### config.mk
export PLATFORM = sky130hd
export DESIGN_NAME = write_en_sequencer
export DESIGN_NICKNAME = d
export VERILOG_FILES = /design/src/rtl/write_seq_pkg.sv /design/src/rtl/wr_onehot_dec.sv /design/src/rtl/write_en_sequencer.sv
export SDC_FILE = /design/constraint.sdc
export NUM_CORES = 1
export LEC_CHECK = 0
export CORE_MARGIN = 2
export CORE_UTILIZATION = 33
export CTS_CLUSTER_DIAMETER = 30
export CTS_CLUSTER_SIZE = 28
export DETAILED_ROUTE_END_ITERATION = 6
export SYNTH_ARGS = -nofsm -noshare
export SYNTH_HDL_FRONTEND = slang
export SYNTH_SLANG_ARGS = --single-unit
### constraint.sdc
create_clock -name clk -period 3.2 [get_ports clk]
set_clock_uncertainty 0.2 [all_clocks]
set_input_delay 0.8 -clock clk [delete_from_list [all_inputs] [get_ports clk]]
set_output_delay 0.8 -clock clk [all_outputs]
set_load 0.1 [all_outputs]
### src/rtl/write_seq_pkg.sv
// rtl/write_seq_pkg.sv - shared state type and destination codes for the write-enable sequencer
package write_seq_pkg;

   typedef enum logic {
      IDLE  = 1'b0,
      WRITE = 1'b1
   } seq_state_e;

   localparam int CODE_NONE = 0;

   // Default register-bank map; code k drives write-enable bit k-1.
   localparam int CODE_PC = 1;
   localparam int CODE_DR = 2;
   localparam int CODE_R1 = 3;
   localparam int CODE_R2 = 4;
   localparam int CODE_R3 = 5;
   localparam int CODE_R4 = 6;
   localparam int CODE_R5 = 7;
   localparam int CODE_TR = 8;

endpackage

### src/rtl/wr_onehot_dec.sv
// rtl/wr_onehot_dec.sv - gated destination-code to one-hot write-enable decoder
module wr_onehot_dec #(
   parameter int SEL_W    = 4,
   parameter int NUM_DEST = 8
) (
   input  logic                en,
   input  logic [SEL_W-1:0]    code,
   output logic [NUM_DEST-1:0] onehot
);

   // Code 0 and codes above NUM_DEST match no bit, so they decode to zero.
   always_comb begin
      onehot = '0;
      for (int i = 0; i < NUM_DEST; i++) begin
         onehot[i] = en && (code == SEL_W'(i + 1));
      end
   end

endmodule

### src/rtl/write_en_sequencer.sv
// rtl/write_en_sequencer.sv - handshake-driven one-hot write-enable sequencer with wrapping bursts
module write_en_sequencer
   import write_seq_pkg::*;
#(
   parameter int NUM_DEST = 8,
   parameter int SEL_W    = 4,
   parameter int CNT_W    = 4
) (
   input  logic                clk,
   input  logic                rst,
   input  logic                sel_valid,
   output logic                sel_ready,
   input  logic [SEL_W-1:0]    sel_code,
   input  logic [CNT_W-1:0]    burst_len,
   input  logic                hold,
   output logic [NUM_DEST-1:0] wr_en,
   output logic [SEL_W-1:0]    wr_code,
   output logic                busy,
   output logic                done,
   output logic                err
);

   seq_state_e       state;
   logic [SEL_W-1:0] cur_code;
   logic [CNT_W-1:0] remaining;
   logic             err_q;
   logic             accept;
   logic             advance;
   logic             last_beat;

   assign accept    = sel_valid && sel_ready;
   assign advance   = (state == WRITE) && !hold;
   assign last_beat = (remaining == CNT_W'(1));

   always_ff @(posedge clk) begin
      if (rst) begin
         state     <= IDLE;
         cur_code  <= '0;
         remaining <= '0;
         err_q     <= 1'b0;
      end else begin
         err_q <= 1'b0;
         case (state)
            IDLE: begin
               if (accept && (sel_code != SEL_W'(CODE_NONE))) begin
                  if (sel_code > SEL_W'(NUM_DEST)) begin
                     err_q <= 1'b1;
                  end else begin
                     state     <= WRITE;
                     cur_code  <= sel_code;
                     remaining <= (burst_len == '0) ? CNT_W'(1) : burst_len;
                  end
               end
            end
            WRITE: begin
               if (!hold) begin
                  if (last_beat) begin
                     // Clearing cur_code keeps wr_code at zero while idle.
                     state     <= IDLE;
                     cur_code  <= '0;
                     remaining <= '0;
                  end else begin
                     cur_code  <= (cur_code == SEL_W'(NUM_DEST)) ? SEL_W'(1) : cur_code + SEL_W'(1);
                     remaining <= remaining - CNT_W'(1);
                  end
               end
            end
            default: state <= IDLE;
         endcase
      end
   end

   assign sel_ready = (state == IDLE);
   assign busy      = (state == WRITE);
   assign wr_code   = cur_code;
   assign done      = advance && last_beat;
   assign err       = err_q;

   wr_onehot_dec #(
      .SEL_W    (SEL_W),
      .NUM_DEST (NUM_DEST)
   ) u_dec (
      .en     (advance),
      .code   (cur_code),
      .onehot (wr_en)
   );

endmodule

==> flow_summary_export.csv <==
group,metric,value,unit
outcome,status,"complete, no violations",
yosys,async_flop_share,0,%
clocking,cts_inserted_buffers,3,
worst_setup_path,crit_path_start_kind,"input port",
worst_setup_path,path_class,"input port to output port",
clocking,clock-sinks,10,
yosys,ys_ff_latch,10,
power,irDropWorstVdd,0.000245,V
drt,wl_per_cell,13.3,um
finish,drive_gt1_share,30.6,%
worst_setup_path,cpPeakStageDelay,410,ps
clocking,cts.path.max_buffers,2,
finish,layout.cells.non_filler,152,
clocking,insertion_delay,260,ps
floorplan,start_util,34.6,%
sta,finalCritPeriodShare,96.8,%
clocking,cts_tree,"built",
drt,vias,780,
hold_path,worstHoldPathType,"flop to flop",
finish,syn_to_final_growth,57.2,%
clocking,clkTransAtPathRegs,60,ps
yosys,syn-num-nets,112,
sta,max_clock_freq,323,MHz
placement,globalplace.congestion,0.850,
worst_setup_path,critical_path.slowest_cell,"clkdlybuf4s50_1",
yosys,syn_inst,94,
drt,drt_iter0_markers,9,
placement,portBuffers,27,
worst_setup_path,r2r_slack,1410,ps
worst_setup_path,rr_worst_depth,5,
global_routing,grt_pass1_wl,3440,um
worst_setup_path,cp_max_fo,4,
drt,first_pass_iters,4,
yosys,syn_avg_cell_area,8.15,sq um
drt,drc_errors,0,
floorplan,fp.dieW,52.2,um
yosys,ys.flop_type,"dfxtp_1",
hold_path,hold_path_end,"remaining[1]",
sta,worstMarginPinSlew,417,ps
job,drv_cap,0,
yosys,ys_seq_area_share,26.1,%
sta,layout_min_cycle_time,3100,ps
drt,drtAntennaViolNets,0,
power,leakage,0.000495,uW
sta,relSlewSlack,72.0,%
yosys,synth_area,766,sq um
global_routing,grt_max_degree,12,
floorplan,row_count,17,
worst_setup_path,cp_cell_sequence,"clkdlybuf4s50_1 -> nand2b_1 -> nor3b_2 -> and2_2 -> buf_12",
drt,viasPerCell,5.13,
hold_path,hp-start,"remaining[1]",
global_routing,grt_util_all_layers,17.1,%
worst_setup_path,r2r_start,"remaining[0]",
worst_setup_path,cp_num_buf_inv,2,
drt,drt_wl_total,2010,um
clocking,cts_root_buf,"clkbuf_4",
worst_setup_path,critical_path.top_delay_family,"simple AND/OR/NAND/NOR gates",
floorplan,ios,28,
placement,dpl_worst_slack,24.1,ps
power,powerDensity,356,mW/mm^2
worst_setup_path,required,2200,ps
placement,dp_cells,149,
yosys,synth.top_cell.area_share,26.1,%
global_routing,grt_pass1_vias,780,
floorplan,chipHeight,52.2,um
worst_setup_path,r2r_end,"wr_code[1]",
hold_path,whs_path_depth,2,
global_routing,grt_overflow,0,
finish,nets,144,
floorplan,core,0.00221,sq mm
worst_setup_path,end_kind,"output port",
worst_setup_path,worstPathArrival,2100,ps
yosys,yosys.cell_types.count,36,
sta,fin_tns_setup,0,ps
sta,finalHoldViolations,0,
sta,maxSlewViolCount,0,
global_routing,antenna_found_initial,0,
sta,setup_violations,0,
clocking,htree_num_levels,1,
placement,dp.final_hpwl,1610,um
yosys,synthTopCellsByArea,"dfxtp_1 26%, ha_1 9.8%, and2_1 5.7%",
yosys,synth_warnings,0,
sta,worst_slack,102,ps
yosys,synth_top_cell_by_area,"dfxtp_1",
floorplan,die-area,0.00272,sq mm
yosys,synth_edf_count,0,
finish,diodes,0,
[flip-flops by register name, summed over array words and instances, names as in the netlist]
register,flops
busy,1
err,1
wr_code,4
remaining,4
[report_power, final]
group          switching [uW]  total (uW)  internal [uW]
Sequential               20.4         157            137
Clock                    39.1        82.4           43.2
Combinational             123         189           65.7
Total                     183         429            246
[tightest hold or removal path: cells and delay by family (launching register included)]
family        cells  cell delay, ps
simple gates      1              50
flops             1             330
mux               1             120
[per-stage QoR]
stage,hold slack [ps],util [%],instance area [sq um],power (uW)
floorplan,283,-,786,294
global placement,315,52.9,1170,346
detailed placement,332,52.9,1170,348
CTS,348,54.0,1190,434
global route,360,54.4,1200,458
finish,345,54.4,1200,429
[cells in the final DEF, fill, tap and decap left out, types with 2 or more instances in the layout]
cell type,count
nor4_1,2
and3_1,2
nor2_2,2
o21ai_1,2
nor3_1,2
clkdlybuf4s50_1,11
o21ai_0,6
inv_1,7
nand2_1,3
nand2b_1,3
buf_4,11
clkbuf_4,3
ha_1,6
nor2b_1,2
buf_12,9
dfxtp_1,9
nor2_1,7
mux2i_1,2
a21oi_1,6
and2_1,3
nor3b_1,2
and2_2,4
[layout make-up]
type | count | area (sq um)
well taps | 28 | 35.0
multi-input cells | 73 | 546
clock buffers | 3 | 22.5
fillers | 208 | 1010
inverters | 7 | 26.3
flip-flops and latches | 10 | 201
repair buffers | 31 | 373
[how the worst max path moves through the flow]
stage,end,from,depth (start not counted),slack (ps)
floorplan,wr_en[3],wr_code[2],3,110
detailed placement,wr_en[4],hold,5,20
CTS,wr_en[4],hold,5,20
finish,wr_en[4],hold,5,100
global route,wr_en[6],hold,5,-20
global placement,wr_en[6],hold,5,50
[logic make-up after synthesis]
logic type / Yosys count / share of synthesized area [%]
adders and majority gates: 6 / 9.80
buffers and inverters: 11 / 6.37
AOI/OAI and AO/OA: 23 / 22.2
and+or+nand+nor: 41 / 31.4
DFF: 10 / 26.1
muxes: 3 / 4.08
[layer usage]
| layer | GRT usage [%] | up-vias | routed length [um] |
|---|---|---|---|
| met5 | 0 | - | 0 |
| met4 | 1.28 | 0 | 7 |
| met3 | 6.29 | 2 | 83 |
| met2 | 28.7 | 17 | 1010 |
| met1 | 21.7 | 362 | 910 |
| li1 | - | 399 | - |
[what timing repair did]
item	CTS	global route
hold buffers	0	0
setup buffers	0	0
endpoints found under the setup margin	0	7
gates resized for setup	0	2
[Yosys cell counts (2+ instances only)]
| library cell | instances |
|---|---|
| and3_1 | 2 |
| mux2i_1 | 2 |
| nor2_1 | 8 |
| nor2b_1 | 2 |
| nand2b_1 | 3 |
| o21ai_0 | 6 |
| o21ai_1 | 2 |
| nand2_1 | 3 |
| clkbuf_1 | 2 |
| dfxtp_1 | 10 |
| and2_1 | 7 |
| inv_1 | 7 |
| ha_1 | 6 |
| a21oi_1 | 6 |
| nor3_1 | 4 |
| nor4_1 | 2 |
| nor3b_1 | 3 |
(Power assumes the default switching activity.)
